File: src/rtl/loader_pkg.sv
// Shared types and constants for the loader / CPU RAM-port scheduler.
package loader_pkg;

    // Who currently owns the main-RAM write port, and the handoff phases.
    typedef enum logic [1:0] {
        S_CPU   = 2'd0,
        S_LOAD  = 2'd1,
        S_FLUSH = 2'd2,
        S_EXEC  = 2'd3
    } sched_state_t;

    localparam int LDR_ADDR_W = 16;
    localparam int LDR_DATA_W = 8;
    // One FIFO entry is {addr, data}, address in the upper bits.
    localparam int FIFO_W     = LDR_ADDR_W + LDR_DATA_W;

endpackage

File: src/rtl/ldr_wr_fifo.sv
// Small synchronous FIFO for buffered loader writes.
// A push while full is dropped and reported on ovf for one cycle, even if a
// pop happens in the same cycle. A pop while empty is ignored.
module ldr_wr_fifo
    import loader_pkg::*;
#(
    parameter int W     = FIFO_W,
    parameter int DEPTH = 4
) (
    input  logic                       clock,
    input  logic                       reset,
    input  logic                       push,
    input  logic [W-1:0]               din,
    input  logic                       pop,
    output logic [W-1:0]               head,
    output logic [$clog2(DEPTH):0]     count,
    output logic                       full,
    output logic                       empty,
    output logic                       ovf
);

    localparam int PW = $clog2(DEPTH);
    localparam int CW = PW + 1;

    logic [W-1:0]  mem_q [DEPTH];
    logic [W-1:0]  mem_d [DEPTH];
    logic [PW-1:0] wr_ptr_q, wr_ptr_d;
    logic [PW-1:0] rd_ptr_q, rd_ptr_d;
    logic [CW-1:0] count_q, count_d;
    logic          do_push;
    logic          do_pop;

    assign full    = (count_q == CW'(DEPTH));
    assign empty   = (count_q == '0);
    assign count   = count_q;
    assign head    = mem_q[rd_ptr_q];
    assign do_push = push & ~full;
    assign do_pop  = pop & ~empty;
    assign ovf     = push & full;

    // Pointer, count and storage updates; pointers wrap modulo DEPTH.
    always_comb begin
        mem_d    = mem_q;
        wr_ptr_d = wr_ptr_q;
        rd_ptr_d = rd_ptr_q;
        count_d  = count_q;
        if (do_push) begin
            mem_d[wr_ptr_q] = din;
            wr_ptr_d        = wr_ptr_q + PW'(1);
        end
        if (do_pop) begin
            rd_ptr_d = rd_ptr_q + PW'(1);
        end
        case ({do_push, do_pop})
            2'b10:   count_d = count_q + CW'(1);
            2'b01:   count_d = count_q - CW'(1);
            default: count_d = count_q;
        endcase
    end

    // Register state; storage contents need no reset.
    always_ff @(posedge clock) begin
        mem_q <= mem_d;
        if (reset) begin
            wr_ptr_q <= '0;
            rd_ptr_q <= '0;
            count_q  <= '0;
        end else begin
            wr_ptr_q <= wr_ptr_d;
            rd_ptr_q <= rd_ptr_d;
            count_q  <= count_d;
        end
    end

endmodule

File: src/rtl/loader_bus_sched.sv
// Arbitrates the single main-RAM write port between the Z80 bus and the
// cmd_loader stream, holds the CPU during a download, and hands the execute
// address to the CPU jump logic once every buffered write has landed.
module loader_bus_sched
    import loader_pkg::*;
#(
    parameter int DATA  = 8,
    parameter int ADDR  = 16,
    parameter int DEPTH = 4
) (
    input  logic            clock,
    input  logic            reset,
    input  logic            ldr_download,
    input  logic            ldr_wr,
    input  logic [ADDR-1:0] ldr_addr,
    input  logic [DATA-1:0] ldr_data,
    input  logic            ldr_exec_en,
    input  logic [ADDR-1:0] ldr_exec_addr,
    output logic            ldr_wait,
    input  logic            cpu_req,
    input  logic [ADDR-1:0] cpu_addr,
    input  logic [DATA-1:0] cpu_wdata,
    output logic            cpu_wait,
    output logic            cpu_hold,
    input  logic            ram_busy,
    output logic            ram_we,
    output logic [ADDR-1:0] ram_addr,
    output logic [DATA-1:0] ram_wdata,
    output logic            exec_req,
    output logic [ADDR-1:0] exec_addr,
    input  logic            exec_ack,
    output logic            ovf_err
);

    localparam int FW = ADDR + DATA;
    localparam int CW = $clog2(DEPTH) + 1;
    localparam logic [CW-1:0] WAIT_LVL = CW'(DEPTH - 1);

    sched_state_t    state_q, state_d;
    logic            prev_dl_q, prev_dl_d;
    logic            exec_pending_q, exec_pending_d;
    logic            exec_req_q, exec_req_d;
    logic [ADDR-1:0] exec_addr_q, exec_addr_d;
    logic            ovf_q, ovf_d;

    logic [FW-1:0]   fifo_head;
    logic [CW-1:0]   fifo_count;
    logic            fifo_full;
    logic            fifo_empty;
    logic            fifo_ovf;
    logic            pop;
    logic            dl_rise;
    logic            drained;

    ldr_wr_fifo #(
        .W     (FW),
        .DEPTH (DEPTH)
    ) u_fifo (
        .clock (clock),
        .reset (reset),
        .push  (ldr_wr),
        .din   ({ldr_addr, ldr_data}),
        .pop   (pop),
        .head  (fifo_head),
        .count (fifo_count),
        .full  (fifo_full),
        .empty (fifo_empty),
        .ovf   (fifo_ovf)
    );

    assign dl_rise   = ldr_download & ~prev_dl_q;
    assign pop       = ((state_q == S_LOAD) || (state_q == S_FLUSH)) & ~fifo_empty & ~ram_busy;
    // FIFO is empty after this cycle, counting a pop that takes the last entry.
    assign drained   = fifo_empty || ((fifo_count == CW'(1)) && pop);
    assign ldr_wait  = (fifo_count >= WAIT_LVL);
    assign cpu_hold  = (state_q != S_CPU);
    assign cpu_wait  = cpu_req & ((state_q != S_CPU) | ram_busy);
    assign exec_req  = exec_req_q;
    assign exec_addr = exec_addr_q;
    assign ovf_err   = ovf_q;

    // RAM port mux: loader FIFO head on a pop, else an eligible CPU write.
    always_comb begin
        ram_we    = 1'b0;
        ram_addr  = '0;
        ram_wdata = '0;
        if (pop) begin
            ram_we    = 1'b1;
            ram_addr  = fifo_head[FW-1:DATA];
            ram_wdata = fifo_head[DATA-1:0];
        end else if ((state_q == S_CPU) && cpu_req && !ram_busy) begin
            ram_we    = 1'b1;
            ram_addr  = cpu_addr;
            ram_wdata = cpu_wdata;
        end
    end

    // Next state, execute bookkeeping and sticky overflow.
    always_comb begin
        state_d        = state_q;
        prev_dl_d      = ldr_download;
        exec_pending_d = exec_pending_q;
        exec_req_d     = exec_req_q;
        exec_addr_d    = exec_addr_q;
        ovf_d          = ovf_q | fifo_ovf;
        case (state_q)
            S_CPU: begin
                if (dl_rise) state_d = S_LOAD;
            end
            S_LOAD: begin
                if (ldr_exec_en) begin
                    exec_pending_d = 1'b1;
                    exec_addr_d    = ldr_exec_addr;
                end
                // Covers both normal end of download and abort.
                if (!ldr_download) state_d = S_FLUSH;
            end
            S_FLUSH: begin
                if (dl_rise) begin
                    state_d = S_LOAD;
                end else if (drained) begin
                    if (exec_pending_q) begin
                        state_d    = S_EXEC;
                        exec_req_d = 1'b1;
                    end else begin
                        state_d = S_CPU;
                    end
                end
            end
            S_EXEC: begin
                // A new download supersedes the pending jump.
                if (dl_rise) begin
                    state_d        = S_LOAD;
                    exec_req_d     = 1'b0;
                    exec_pending_d = 1'b0;
                end else if (exec_ack) begin
                    state_d        = S_CPU;
                    exec_req_d     = 1'b0;
                    exec_pending_d = 1'b0;
                end
            end
            default: state_d = S_CPU;
        endcase
    end

    // State registers with synchronous reset.
    always_ff @(posedge clock) begin
        if (reset) begin
            state_q        <= S_CPU;
            prev_dl_q      <= 1'b0;
            exec_pending_q <= 1'b0;
            exec_req_q     <= 1'b0;
            exec_addr_q    <= '0;
            ovf_q          <= 1'b0;
        end else begin
            state_q        <= state_d;
            prev_dl_q      <= prev_dl_d;
            exec_pending_q <= exec_pending_d;
            exec_req_q     <= exec_req_d;
            exec_addr_q    <= exec_addr_d;
            ovf_q          <= ovf_d;
        end
    end

endmodule

File: config.mk
export PLATFORM = sky130hd
export DESIGN_NAME = loader_bus_sched
export DESIGN_NICKNAME = d
export VERILOG_FILES = /design/src/rtl/loader_pkg.sv /design/src/rtl/ldr_wr_fifo.sv /design/src/rtl/loader_bus_sched.sv
export SDC_FILE = /design/constraint.sdc
export NUM_CORES = 1
export LEC_CHECK = 0
export BUFFER_PORTS_ARGS = -buffer_cell sky130_fd_sc_hd__buf_4
export CORE_MARGIN = 5
export CORE_UTILIZATION = 39
export DETAILED_ROUTE_END_ITERATION = 12
export GPL_TIMING_DRIVEN = 1
export PLACE_DENSITY = 0.63
export RECOVER_POWER = 50
export SYNTH_ARGS = -nofsm -noshare
export SYNTH_HDL_FRONTEND = slang
export SYNTH_HIERARCHICAL = 1
export SYNTH_SLANG_ARGS = --single-unit
File: constraint.sdc
create_clock -name clock -period 2.9 [get_ports clock]
set_clock_uncertainty 0.15 [all_clocks]
set_input_delay 0.145 -clock clock [delete_from_list [all_inputs] [get_ports clock]]
set_output_delay 0.145 -clock clock [all_outputs]
set_load 0.005 [all_outputs]
== Word level (Yosys, flattened, before mapping) ==
Cells that the tools add are included.

* Bits in registers: 125

* Add/sub/neg operators: 4
* $lt $le $gt $ge: 4
* Eq/ne operators: 15
* Mux-type cells: 29
* Bitwise logic cells: 15
* Reduce and logical (&&, ||, !) cells: 17

{| class="wikitable"
|+ Operators with widths
! cell !! count
|-
| 96-bit bitwise mux || 1
|-
| 24-bit 2-to-1 mux || 3
|-
| 24-bit binary-select mux with 2-bit select || 1
|-
| 24-bit demux with 2-bit select || 1
|-
| 16-bit 2-to-1 mux || 2
|-
| 8-bit 2-to-1 mux || 2
|-
| 2-bit 2-to-1 mux || 7
|-
| 2-bit != test, second input constant || 6
|-
| 1-bit 2-to-1 mux || 8
|-
| 2-bit case mux with 4 select lines || 1
|-
| 2-bit nonzero test || 4
|-
| 1-bit AND || 7
|-
| 2-bit equality test, second input constant || 3
|-
| 3-bit greater-or-equal comparator, second input constant || 2
|-
| 3-bit != test, second input constant || 2
|-
| 2-bit NOT with 3-bit output || 2
|-
| 3-bit case mux with 2 select lines || 1
|-
| 5-bit AND reduction || 1
|-
| 2-bit by 1-bit adder with 2-bit output, second input constant || 2
|-
| 2-bit by 1-bit equality test with 1-bit output, second input constant || 2
|-
| 1-bit logical AND || 4
|-
| 1-bit NOT || 4
|-
| 1-bit case mux with 2 select lines || 2
|-
| 4-bit AND reduction || 1
|-
| 13 further kinds || 15
|}

== Depth between registers and ports, before layout ==
Gate-level depths: netlist of run 1.

* Depth after elaboration: 9
* Gate-level depth with buffers: 14
* Mapped depth without buffers: 12

== Cells and area by module ==
The synthesis of run 1 kept the hierarchy.

{| class="wikitable"
|+ By module, submodules not included
! module !! times used !! cells an instance !! area each (µm²) !! sequential area each (µm²)
|-
| ldr_wr_fifo || 1 || 177 || 3936.3 || 3022.9
|-
| loader_bus_sched || 1 || 156 || 1257.5 || 440.4
|}

== Worst setup path before layout of run 1 ==
No wires, ideal clock.

* Kind: flip-flop to flip-flop
* From: register state_q[1]
* To: register u_fifo.count_q[2], in the netlist u_fifo/count[2]
* Library setup time: 0.070 ns
* Arrival time: 2.646 ns
* Required time: 2.680 ns
* Path slack: 0.034 ns
* Cell stages (with the launch flop): 15
* Clock period less this slack: 2.866 ns
* Path through: dfxtp_1 -> inv_1 -> ha_1 -> nor2b_1 -> and2_1 -> buf_2 -> buf_4 -> o31ai_1 -> inv_1 -> ha_1 -> inv_1 -> fa_1 -> xor2_1 -> or3_1 -> a21oi_1

* Cells in the longest elaborated chain, start to end: 7
* Elaborated cells on any way between the ends: 10

{| class="wikitable"
|+ RTL lines
! what !! RTL line !! text
|-
| start, declared || loader_bus_sched.sv:39 || <nowiki>sched_state_t state_q, state_d;</nowiki>
|-
| start signal, assigned || loader_bus_sched.sv:156 || <nowiki>state_q <= state_d;</nowiki>
|-
| 2-bit by 1-bit equality test with 1-bit output or 2-bit equality test (tied branches) || loader_bus_sched.sv:72 || <nowiki>assign pop = ((state_q == S_LOAD) || (state_q == S_FLUSH)) & ~fifo_empty & ~ram_busy;</nowiki>
|-
| 1-bit logical OR * || loader_bus_sched.sv:72 ||
|-
| 1-bit AND * (2 in a row) || loader_bus_sched.sv:72 ||
|-
| net pop || loader_bus_sched.sv:51 || <nowiki>logic pop;</nowiki>
|-
| 1-bit AND * || ldr_wr_fifo.sv:38 || <nowiki>assign do_pop = pop & ~empty;</nowiki>
|-
| net u_fifo.do_pop || ldr_wr_fifo.sv:31 || <nowiki>logic do_pop;</nowiki>
|-
| 2-bit by 1-bit equality test with 1-bit output or 2-bit equality test (tied branches) || ldr_wr_fifo.sv:54 || <nowiki>case ({do_push, do_pop})</nowiki>
|-
| 3-bit case mux with 2 select lines or 2-bit nonzero test (tied branches) || -- ||
|-
| end signal, assigned || ldr_wr_fifo.sv:71 || <nowiki>count_q <= count_d;</nowiki>
|-
| end, declared || ldr_wr_fifo.sv:29 || <nowiki>logic [CW-1:0] count_q, count_d;</nowiki>
|}

Mark *: on every way through the listed nets, which the timed path passes. The rest lies on a longest branch.
A chain may end at the register's enable or synchronous reset.

== Worst setup path in the final report of run 1 ==
* From: register state_q[0]
* To: register u_fifo.count_q[2], in the netlist u_fifo/count[2]

* Cells in the longest elaborated chain, start to end: 7
* Elaborated cells on any way between the ends: 10

{| class="wikitable"
|+ RTL lines
! what !! RTL line
|-
| 2-bit by 1-bit equality test with 1-bit output or 2-bit equality test (tied branches) || loader_bus_sched.sv:72
|-
| 1-bit logical OR * || loader_bus_sched.sv:72
|-
| 1-bit AND * (2 in a row) || loader_bus_sched.sv:72
|-
| 1-bit AND * || ldr_wr_fifo.sv:38
|-
| net u_fifo.do_pop || ldr_wr_fifo.sv:31
|-
| 2-bit by 1-bit equality test with 1-bit output or 2-bit equality test (tied branches) || ldr_wr_fifo.sv:54
|-
| 3-bit case mux with 2 select lines or 2-bit nonzero test (tied branches) || --
|}

Marked as above.

==> results of run 1 <==
## cell usage in the layout (no fill, tap or decap), types with 2 or more instances in the layout
cell type | netlist | final
sky130_fd_sc_hd__a21oi_1 | 21 | 21
sky130_fd_sc_hd__a22o_1 | 24 | 24
sky130_fd_sc_hd__and2_1 | 7 | 7
sky130_fd_sc_hd__buf_4 | 2 | 84
sky130_fd_sc_hd__bufinv_16 | 0 | 3
sky130_fd_sc_hd__clkbuf_1 | 4 | 28
sky130_fd_sc_hd__clkbuf_16 | 0 | 17
sky130_fd_sc_hd__clkbuf_4 | 0 | 16
sky130_fd_sc_hd__clkinv_1 | 0 | 3
sky130_fd_sc_hd__clkinv_4 | 0 | 4
sky130_fd_sc_hd__dfxtp_1 | 29 | 26
sky130_fd_sc_hd__dfxtp_2 | 0 | 3
sky130_fd_sc_hd__dlygate4sd3_1 | 0 | 61
sky130_fd_sc_hd__edfxtp_1 | 96 | 96
sky130_fd_sc_hd__ha_1 | 10 | 10
sky130_fd_sc_hd__inv_1 | 12 | 12
sky130_fd_sc_hd__inv_2 | 2 | 2
sky130_fd_sc_hd__inv_6 | 0 | 2
sky130_fd_sc_hd__mux4_1 | 5 | 5
sky130_fd_sc_hd__mux4_2 | 19 | 19
sky130_fd_sc_hd__nand2_1 | 36 | 36
sky130_fd_sc_hd__nand2b_1 | 4 | 4
sky130_fd_sc_hd__nor2_1 | 9 | 9
sky130_fd_sc_hd__nor2b_1 | 3 | 2
sky130_fd_sc_hd__nor2b_2 | 1 | 2
sky130_fd_sc_hd__nor3_1 | 3 | 3
sky130_fd_sc_hd__nor3b_1 | 1 | 2
sky130_fd_sc_hd__o211ai_1 | 2 | 2
sky130_fd_sc_hd__o21ai_0 | 5 | 5
sky130_fd_sc_hd__or3_1 | 4 | 4
sky130_fd_sc_hd__xor2_1 | 3 | 3
## layout make-up
class	instances	area [um2]	share of cell area
multi-input combinational	177	1560	0.212
inverter	14	52.6	0.00714
clock buffer	18	429	0.0583
tap	176	220	0.0299
timing repair buffer	188	1460	0.199
sequential	125	3470	0.471
clock inverter	14	166	0.0226
## state kept, by name, indices dropped and copies added (netlist names)
signal / flops
exec_addr: 16
state_q: 2
prev_dl_q: 1
u_fifo/count: 3
u_fifo/wr_ptr_q: 2
u_fifo/rd_ptr_q: 2
exec_pending_q: 1
ovf_err: 1
exec_req: 1
u_fifo/mem_q: 96
## kinds of logic after synthesis
group                      Yosys count  share of synthesized area
DFF                                125                      0.667
and+or+nand+nor                     73                     0.0689
AOI/OAI and AO/OA                   64                     0.0877
buffers and inverters               31                     0.0318
muxes                               26                      0.112
adders and majority gates           11                     0.0279
xor gates and xnor gates             3                    0.00506
## power breakdown
group,switching [uW],internal [uW]
sequential,55.9,2050
combinational,383,435
clock,751,1350
total,1190,3830
## path summary, 6_finish.rpt
kind                                   start               to  slack, ns  cells past startpoint
worst max-delay path              state_q[0]  u_fifo/count[2]       0.16                     12
worst max register to register    state_q[0]  u_fifo/count[2]       0.16                     12
worst min-delay path                ram_busy         exec_req       0.13                      4
worst min register to register  exec_addr[5]     exec_addr[5]       0.33                      2
## metal layers
metal | vias up | track usage
met2 | 66 | 0.268
li1 | 1663 | -
met1 | 1724 | 0.185
met4 | 0 | 0.0670
met3 | 17 | 0.0333
met5 | - | 0
## metrics by stage
step	area (um2)	TNS [ns]	hold WS (ns)	utilization	total power, uW
after CTS	7460	0	0.117	0.568	5080
after detailed placement	6260	0	0.199	0.476	2890
final	7360	0	0.131	0.560	5020
after global placement	6260	0	0.195	0.476	2860
after global routing	7360	-0.00341	0.149	0.560	5250
after floorplan	5190	0	0.0641	-	2530
## tightest hold or removal path: stages
cell and delay [ns]:
sky130_fd_sc_hd__buf_4 0.10, sky130_fd_sc_hd__nor2b_2 0.05, sky130_fd_sc_hd__o211ai_1 0.21, sky130_fd_sc_hd__o311ai_1 0.12
## repair_timing
| action | 4_1_cts | 5_1_grt |
|---|---|---|
| gates resized for setup | 0 | 3 |
| endpoints found under the hold margin | 123 | 0 |
| hold buffers | 61 | 0 |
| endpoints found under the setup margin | 0 | 1 |
| buffers inserted | 0 | 0 |
==> metrics list, run 1 <==
* Top cell type's share of synthesized area: 0.555
- Filler-free cell count of the finished design: ~700
* Hpwl dp: ~7200 um
* Maximum Capacitance Violations: 0
- Measured along the y axis, the die boundary spans approximately 130 um.
* Synthesis-stage register bit count: 125
- Maximum number of buffers from clock root to sink: 2
* Number of pins with negative max-slew slack in the final report: 0
- The number of clock buffers added by TritonCTS is 17.
- Synthesis produced a netlist with a net count of roughly 420.
- Based on the critical path, the design can be clocked at up to between 300 and 400 MHz.
- Outcome: complete, no violations
- Ranked by instance count, the synthesized netlist is headed by sky130_fd_sc_hd__edfxtp_1, sky130_fd_sc_hd__nand2_1, sky130_fd_sc_hd__dfxtp_1.
* Highest cell delay on the worst timing path: ~0.38 ns
* Fraction of the cycle the final worst path needs: 0.945
- Of the synthesized area, sequential elements account for 0.667.
- At the end of the flow, the number of nets in the layout was a little over 600.
* Critical path capture point type: flip-flop
* LEAKAGE: 0.00278 uW
- Most used standard cell by instance count after synthesis: sky130_fd_sc_hd__edfxtp_1
- Top cells by area, synth: sky130_fd_sc_hd__edfxtp_1, sky130_fd_sc_hd__dfxtp_1, sky130_fd_sc_hd__mux4_2
- Top cell by count, worst path: sky130_fd_sc_hd__inv_1
- Counting both buffers and inverters, the worst setup path holds a total of 3.
* Top routing layer in use: met4
- Startpoint type of the worst setup path: flip-flop
* Slew headroom: 0.606
- For the worst-skew pair, the clock arrives at the later sink with an insertion delay of about 0.40 ns.
- At the pin with the least slew margin, the transition time is 0.590 ns.
- The die is between 100 and 150 um wide.
- Count of flip-flops with a built-in enable after synthesis: 96
- H-tree lvl count: 4
- Shortest clock period the worst path allows after layout: about 2.7 ns
- The first global-routing pass estimated approximately 19000 um of wire.
* Sequence of cells on the critical path: inv_1 > ha_1 > nor2b_2 > and2_1 > o31ai_1 > inv_1 > ha_1 > inv_1 > fa_1 > xor2_1 > or3_1 > a21oi_1
- Post-synthesis instance total: ~330
* Maximum number of pins on one net before global-route repair: 34
- TritonCTS built the clock tree.
* Maximum VDD drop: 0.356 mV
- Clock Sink Count: approximately 130
- After detailed placement, the design holds a cell count of around 620.
- 118 I/O pins were placed.
- Met3 Routed Length: approximately 360 um
* Synth Warn #: 6
* Final WL: about 12000 um
- For this run, the leading register cell type out of synthesis is sky130_fd_sc_hd__edfxtp_1.
- Final Hold Fails: 0
* First-iteration detailed-routing DRC count: roughly 190
- IO Port Bufs: approximately 120
- Full die area: roughly 16000 um2
- Timing analysis after detailed placement gives a worst setup slack of just over 0.09 ns.
* DRT met1 WL: ~5000 um
- Among cell families on the critical path, the largest total delay comes from adder cells.
- Dividing the detail-routed wire length by the instance count gives 16.4 um.
* Cell at the root of the clock tree: sky130_fd_sc_hd__clkbuf_16
- Share of layout cells above drive strength 1: 0.293
- Routed met2 length: 6210 um
- Among all stages on the critical path, the largest delay is contributed by sky130_fd_sc_hd__fa_1.
- Fill count: 1084
- In this run the worst path has a maximum fanout of 5.
* Via count of the first global-routing pass: 3600
* Overall overflow remaining after global route: 0
- Area of the core: roughly 13000 um2
* Ant diodes: 0
* Synthesized area: 5190 um2
- # rows: between 40 and 50
- The largest total area in the synthesized netlist belongs to sky130_fd_sc_hd__edfxtp_1.
- Count of distinct cell types in the synthesized netlist: 46
- Count of vias placed by the detailed router: about 3.5k
* Synth-to-Final Area Change: 41.7%
- Remaining routing DRC violations: 0
- GRT Resource Usage Total: 0.154
- Data arrives at the worst endpoint at between 2 and 3 ns.
- Power Density: 682 nW/um2
* Number of detailed-route iterations in the first pass: 4
- Final antenna-violating net count: 0
* Endpoints failing setup: 0
- Critical path class: reg2reg
* FFs w/ async S/R, synth: 0
- Clock-pin transition on the worst setup and hold timing paths: approximately 0.05 ns
- The path class of the tightest hold or removal check is in2reg.
* Initial antenna violation count: 0
- Initial core utilization: 0.395
- At the worst endpoint, the required time is 3.08 ns.
* Placer's final routability congestion estimate: between 0.8 and 0.9
* Post-Syn Area per Cell: around 16 um2
- Using the TritonRoute via totals, the vias-per-cell ratio works out to about 5.
* PnR worst setup slack: 0.159 ns
Power figures use the tool's default switching activity.
==> run 2: changes to the inputs <==
Settings changed: CORE_MARGIN 5 to 2.
==> run 2 against run 1 <==
Compared with the run above:
- power decreased by 2.5%
- flip-flop and latch count stayed put
- non-clock buffer count down 5
- global-route usage grew 0.51 points
- combinational power down 3.1%
- worst setup slack better by 0.035 ns
- wire length down 6.9%
- hold slack worse by 0.016 ns
- clock-buffer cell count unchanged
- sequential share of layout area rose by 0.49 points
- die area down 9.3%
- design area is 1.0% lower
- largest cell class unchanged
==> metrics list, run 2 (synthesis results as in run 1) <==
- The area growth from synthesis to layout is 40.3% (was 41.7%).
* Initial antenna violation count: 0 (unchanged)
* Maximum VDD drop: 0.322 mV (was 0.356 mV)
- The global placer's final weighted congestion is 0.698 (was 0.805).
* Endpoints failing setup: 0 (unchanged)
- Clock-pin transition on the worst setup and hold timing paths: 0.05 ns (about the same)
- The wire length per cell after detailed routing is 15.4 um (was 16.4 um).
- The combined global-route utilization of all metal layers is 0.159 (was 0.154).
- Number of pins with negative max-slew slack in the final report: 0 (unchanged)
- Number of detailed-route iterations in the first pass: 6 (was 4)
* Slew headroom: 0.431 (was 0.606)
- The clock sink count came to 125 (unchanged).
* Critical path capture point type: flip-flop (unchanged)
* CP required: 3.08 ns (about the same)
- The number of vias after detailed routing is 3418 (was 3470).
- Fraction of the cycle the final worst path needs: 0.933 (was 0.945)
- Outcome: complete, no violations (unchanged)
* Register ranked first by flip-flop count: u_fifo/mem_q (unchanged)
* Share of layout cells above drive strength 1: 0.296 (was 0.293)
* Worst-path maximum fanout: 5 (unchanged)
* Maximum number of buffers from clock root to sink: 2 (unchanged)
- Via count of the first global-routing pass: 3452 (was 3600)
- Fmax: 370 MHz (was 365 MHz)
- Final Net Count: 601 (was 606)
* Startpoint type of the worst setup path: flip-flop (unchanged)
- Number of flip-flops in the largest register: 96 (unchanged)
- The HPWL after detailed placement is 6540 um (was 7230 um).
- TritonCTS Buffers: 17 (unchanged)
- First-iteration detailed-routing DRC count: 227 (was 188)
- Placed standard-cell area: 6260 um2 (unchanged)
* Leading cell type in the layout, fill and taps excluded: sky130_fd_sc_hd__edfxtp_1 (unchanged)
- The number of placement rows is 42 (unchanged).
* Maximum number of pins on one net before global-route repair: 34 (unchanged)
* Final WL: 10900 um (was 11700 um)
- Area of the core: 13100 um2 (unchanged)
- Worst min path class: in2reg (unchanged)
- Overall overflow remaining after global route: 0 (unchanged)
- The number of antenna repair diodes was 0 (unchanged).
* Global-route wire length before repair: 17300 um (was 18700 um)
* Maximum Capacitance Violations: 0 (unchanged)
- H-tree lvl count: 4 (unchanged)
- Setup repair after global routing missed its margin: false
- Vertical extent of the die: 119 um (was 125 um)
- Number of vias per cell after detailed routing: 4.83 (was 4.87)
- The number of hold violations in the final report is 0 (unchanged).
* Final antenna-violating net count: 0 (unchanged)
* Horiz. Die Dim: 119 um (was 125 um)
* Remaining routing DRC violations: 0 (unchanged)
- Arrival time reported for the critical path endpoint: 2.88 ns (was 2.92 ns)
- The number of I/O port buffers is 117 (unchanged).
- The power density over the cells is 672 nW/um2 (was 682 nW/um2).
- The slew at the pin closest to its max-slew limit is 0.853 ns (was 0.590 ns).
- The final design area excluding fillers is 7280 um2 (was 7360 um2).
- Initial core utilization: 0.395 (unchanged)
- Post-CTS setup repair buffer count: 0 (unchanged)
- The clock tree from TritonCTS was built (unchanged).
* Shortest clock period the worst path allows after layout: 2.71 ns (was 2.74 ns)
- Critical path class: reg2reg (unchanged)
* Insertion delay of the later-clocked pin in the worst-skew pair: 0.40 ns (about the same)
- TNS Setup: 0 ns (unchanged)
- Full die area: 14300 um2 (was 15700 um2)
* Commonest cells after routing, fill and taps aside: sky130_fd_sc_hd__edfxtp_1, sky130_fd_sc_hd__buf_4, sky130_fd_sc_hd__dlygate4sd3_1 (unchanged)
- Number of primary I/O pins: 118 (unchanged)
* Cell at the root of the clock tree: sky130_fd_sc_hd__clkbuf_16 (unchanged)
* LEAKAGE: 0.00273 uW (was 0.00278 uW)
-- run 2: report_power, final --
part	internal [uW]	switching (uW)	total, uW
Combinational	422	370	792
Sequential	2050	52.3	2100
Clock	1260	739	2000
-- run 2: per-layer routing --
| layer | up-vias | GRT usage | routed length, um | part of all wire |
|---|---|---|---|---|
| li1 | 1658 | - | - | - |
| met1 | 1667 | 0.203 | 4650 | 0.43 |
| met2 | 89 | 0.265 | 5620 | 0.52 |
| met3 | 4 | 0.0412 | 530 | 0.049 |
| met4 | 0 | 0.0551 | 73 | 0.0067 |
| met5 | - | 0 | 0 | 0 |
-- run 2: per-stage QoR --
step	hold WS [ns]	total power, uW	utilization	instances	setup slack (ns)
floorplan	0.0641	2530	-	333	0.0345
CTS	0.113	4960	0.562	707	0.0860
finish	0.115	4890	0.554	707	0.194
global placement	0.196	2860	0.476	619	0.239
detailed placement	0.201	2880	0.476	619	0.106
global route	0.156	5110	0.554	707	0.0314
-- run 2: final cells by class --
class                      instances  area [um2]
fill                            1100        5850
sequential                       125        3470
multi-input combinational        177        1560
timing repair buffer             183        1410
clock buffer                      18         429
tap                              176         220
clock inverter                    14         143
inverter                          14        52.6
-- run 2: what timing repair did --
action / CTS / global route
hold endpoints to repair: 122 / 0
hold buffers: 56 / 0
endpoints found under the setup margin: 0 / 1
gates resized for setup: 0 / 3
-- run 2: worst max-delay path, stage by stage (launching register included) --
cell and delay, ns:
sky130_fd_sc_hd__dfxtp_2 0.34, sky130_fd_sc_hd__inv_1 0.09, sky130_fd_sc_hd__ha_1 0.32, sky130_fd_sc_hd__nor2b_2 0.18
sky130_fd_sc_hd__and2_1 0.16, sky130_fd_sc_hd__o31ai_1 0.11, sky130_fd_sc_hd__inv_1 0.08, sky130_fd_sc_hd__ha_1 0.16
sky130_fd_sc_hd__inv_1 0.06, sky130_fd_sc_hd__fa_1 0.36, sky130_fd_sc_hd__xor2_1 0.16, sky130_fd_sc_hd__or3_1 0.31
sky130_fd_sc_hd__a21oi_1 0.15
-- run 2: final timing paths --
| kind | startpoint | cells past startpoint | slack [ns] | end |
|---|---|---|---|---|
| worst max-delay path | state_q[0] | 12 | 0.19 | u_fifo/count[2] |
| worst min-delay path | ram_busy | 4 | 0.12 | exec_req |
| worst max register to register | state_q[0] | 12 | 0.19 | u_fifo/count[2] |
| worst min register to register | exec_addr[7] | 2 | 0.31 | exec_addr[7] |
==> run 3: changes to the inputs <==
Settings changed: PLACE_DENSITY 0.63 to 0.61, SYNTH_HIERARCHICAL 1 to not set.
Clock period 2.9 ns to 3.4 ns, I/O delays scaled along.
==> run 3 against run 2 <==
Compared with the run above:
- largest power group unchanged
- design area is 0.26% lower
- power is 7.5% lower
- register-to-register slack better by 0.66 ns
- highest routed layer unchanged
==> metrics list, run 3 <==
* Outcome: complete, no violations (unchanged)
- Start of the worst register-to-register path: u_fifo.count[0] (was state_q[0])
- The total power of the final layout is 4520 uW (was 4890 uW).
- Filler-free cell count of the finished design: 705 (was 707)
- The kind of launch point of the worst setup path is a flip-flop (unchanged).
* Worst Hold Slack: 0.251 ns (was 0.115 ns)
- The CTS buffer count is 17 (unchanged).
- The cell count after placement came to 617 (was 619).
* Number of pins with negative max-slew slack in the final report: 0 (unchanged)
- Count of distinct cell types in the synthesized netlist: 38 (was 46)
- H-tree lvl count: 4 (unchanged)
- Via count of the first global-routing pass: 3619 (was 3452)
* Fill count: 1060 (was 1100)
- Number of vias per cell after detailed routing: 4.89 (was 4.83)
* Leading cell type in the layout, fill and taps excluded: sky130_fd_sc_hd__edfxtp_1 (unchanged)
- LEAKAGE: 0.00271 uW (was 0.00273 uW)
* Worst Setup Slack post-DPL: 0.760 ns (was 0.106 ns)
- The topmost layer with routed signal wires is met4 (unchanged).
* Post-synthesis instance total: 332 (was 333)
- Primary flip-flop cell chosen by synthesis mapping: sky130_fd_sc_hd__edfxtp_1 (unchanged)
- The data arrival time of the worst path came to 2.72 ns (was 2.88 ns).
* Synthesis-stage register bit count: 125 (unchanged)
* Most used standard cell by instance count after synthesis: sky130_fd_sc_hd__edfxtp_1 (unchanged)
- The HPWL after detailed placement was 7120 um (was 6540 um).
- Highest cell delay on the worst timing path: 0.92 ns (was 0.36 ns)
- Fraction of the cycle the final worst path needs: 0.894
- Maximum VDD drop: 0.357 mV (was 0.322 mV)
- The die span in y came to 119 um (about the same).
* Synth-to-Final Area Change: 40.7% (was 40.3%)
* Total area of multi-input combinational cells: 1560 um2 (about the same)
* Remaining routing DRC violations: 0 (unchanged)
- The largest fanout of any net on the critical path was 24 (was 5).
- Register ranked first by flip-flop count: u_fifo.mem_q (was u_fifo/mem_q)
- The number of flip-flops in the largest register is 96 (unchanged).
- The remaining global-route overflow was 0 (unchanged).
* Clock-pin transition on the worst setup and hold timing paths: 0.05 ns (about the same)
- IO Port Bufs: 117 (unchanged)
* Power Density: 623 nW/um2 (was 672 nW/um2)
* Source of the worst hold timing path: ram_busy (unchanged)
- Commonest cells after routing, fill and taps aside: sky130_fd_sc_hd__edfxtp_1, sky130_fd_sc_hd__buf_4, sky130_fd_sc_hd__dlygate4sd3_1 (unchanged)
* Critical path class: reg2out (was reg2reg)
- The number of enable flip-flop cells after synthesis was 96 (unchanged).
* Total area of sequential cells: 3460 um2 (was 3470 um2)
* Maximum number of pins on one net before global-route repair: 31 (was 34)
- GRT Resource Usage Total: 0.168 (was 0.159)
- Setup repair after global routing missed its margin: false (unchanged).
- The number of buffers and inverters on the critical path was 2 (was 3).
- Count of vias placed by the detailed router: 3447 (was 3418)
* Top cells by area, synth: sky130_fd_sc_hd__edfxtp_1, sky130_fd_sc_hd__dfxtp_1, sky130_fd_sc_hd__mux4_2 (unchanged)
* Met3 Routed Length: 411 um (was 530 um)
* Insertion delay of the later-clocked pin in the worst-skew pair: 0.41 ns (was 0.40 ns)
- The number of DRC violations after detailed-routing iteration 0 was 161 (was 227).
- The number of gates given a new drive strength after cts came to 0 (unchanged).
* Top cell type's share of synthesized area: 0.558 (was 0.555)
- Share of layout cells above drive strength 1: 0.293 (was 0.296)
- The clock tree from TritonCTS is built (unchanged).
- Worst min path class: in2reg (unchanged)
- Maximum Capacitance Violations: 0 (unchanged)
* Routed met2 length: 5770 um (was 5620 um)
* Tightest Pin Transition: 1.38 ns (was 0.853 ns)
- Library cell occupying the most area in the post-synthesis netlist: sky130_fd_sc_hd__edfxtp_1 (unchanged)
- Clock Sink Count: 125 (unchanged)
- The source of the critical timing path is u_fifo.count[0] (was state_q[0]).
- Synthesized area: 5160 um2 (was 5190 um2)
- Number of detailed-route iterations in the first pass: 7 (was 6)
* Number of primary I/O pins: 118 (unchanged)
* DRT met1 WL: 4850 um (was 4650 um)
- # rows: 42 (unchanged)
- PnR worst setup slack: 0.362 ns (was 0.194 ns)
- Final Hold Fails: 0 (unchanged)
- Final WL: 11200 um (was 10900 um)
- Initial core utilization: 0.395 (about the same)
- The maximum count of clock buffers along a single path was 2 (unchanged).
* Commonest cells in the netlist: sky130_fd_sc_hd__edfxtp_1, sky130_fd_sc_hd__nand2_1, sky130_fd_sc_hd__dfxtp_1 (unchanged)
- The number of antenna repair diodes came to 0 (unchanged).
- The worst path in the final design needs a cycle of 3.04 ns, including I/O delays and setup.
- FFs w/ async S/R, synth: 0 (unchanged)
- The required time reported for the critical path endpoint is 3.08 ns (about the same).
- Area of the core: 13100 um2 (about the same)
* Fmax: approximately 330 MHz
- TNS Setup: 0 ns (unchanged)
- Final Net Count: 604 (was 601)
* Part of the Yosys area used for sequential elements: 0.671 (was 0.667)
- The count of warnings emitted by yosys is 0 (was 6).
- Full die area: 14200 um2 (was 14300 um2)
- The wire length per cell after detailed routing came to 15.9 um (was 15.4 um).
- Post-Syn Area per Cell: 15.6 um2 (about the same)
- Kind of cell adding the most delay to the critical path: simple AND/OR/NAND/NOR gates (was adder cells)
- The global placer's final weighted congestion came to 0.791 (was 0.698).
- The horizontal extent of the die was 119 um (about the same).
- The setup-violating endpoint count in the final report is 0 (unchanged).
* Slew headroom: 0.0833 (was 0.431)
- The number of antenna violations at the first check in global routing is 0 (unchanged).
- The library cell contributing the largest single delay on the critical path is sky130_fd_sc_hd__nor2_2 (was sky130_fd_sc_hd__fa_1).
- The number of antenna-violating nets in the routed design is 0 (unchanged).
- The category of the worst setup path capture point is an output port (was flip-flop).
- Global-route wire length before repair: 18200 um (was 17300 um)
* Post-Syn Nets: 419 (was 416)
- The root buffer cell is sky130_fd_sc_hd__clkbuf_16 (unchanged).
- Sequence of cells on the critical path: inv_1 > ha_1 > nor2b_2 > nor3b_4 > nor2_2 > a22o_1 > buf_4 (was inv_1 > ha_1 > nor2b_2 > and2_1 > o31ai_1 > inv_1 > ha_1 > inv_1 > fa_1 > xor2_1 > or3_1 > a21oi_1).
-- run 3: what timing repair did --
item | 4_1_cts | 5_1_grt
endpoints found under the setup margin | 0 | 0
setup buffers | 0 | 0
endpoints found under the hold margin | 120 | 0
hold buffers | 57 | 0
-- run 3: layer usage --
metal | track usage | vias up
met3 | 0.0407 | 13
met4 | 0.0722 | 0
met1 | 0.205 | 1719
met2 | 0.286 | 75
li1 | - | 1640
met5 | 0 | -
-- run 3: stage by stage --
step           utilization  cell area [um2]
2_1_floorplan            -             5160
3_3_place_gp         0.477             6240
3_5_place_dp         0.477             6240
4_1_cts              0.563             7360
5_1_grt              0.555             7270
6_report             0.555             7270
-- run 3: cells by family after synthesis --
logic type,share of synthesized area
muxes,0.110
AOI/OAI and AO/OA,0.0829
xor gates and xnor gates,0.00848
DFF,0.671
buffers and inverters,0.0266
and+or+nand+nor,0.0654
adders and majority gates,0.0363
-- run 3: layout make-up --
type / instances / area share
Timing Repair Buffer: 183 / 0.195
Tap cell: 176 / 0.0303
Clock buffer: 19 / 0.0596
Inverter: 11 / 0.00568
Clock inverter: 12 / 0.0170
Multi-Input combinational cell: 179 / 0.215
Sequential cell: 125 / 0.477
-- run 3: final timing paths --
path	cells past startpoint	slack (ns)	end
worst max-delay path	7	0.36	ram_addr[8]
worst min-delay path	5	0.25	u_fifo.rd_ptr_q[0]
worst max register to register	5	0.85	u_fifo.mem_q[31]
worst min register to register	2	0.31	exec_addr[1]
-- run 3: worst reg2reg max path: stages, from the launching register on --
cell                       delay [ns]
sky130_fd_sc_hd__dfxtp_1         0.40
sky130_fd_sc_hd__inv_1           0.10
sky130_fd_sc_hd__ha_1            0.23
sky130_fd_sc_hd__a21boi_0        0.66
sky130_fd_sc_hd__and2_0          0.30
sky130_fd_sc_hd__buf_4           0.37
-- run 3: where the power goes --
| group | switching, uW | total, uW | internal (uW) |
|---|---|---|---|
| Sequential | 67.3 | 1850 | 1780 |
| Combinational | 463 | 988 | 526 |
| Clock | 619 | 1680 | 1070 |
| Total | 1150 | 4520 | 3370 |
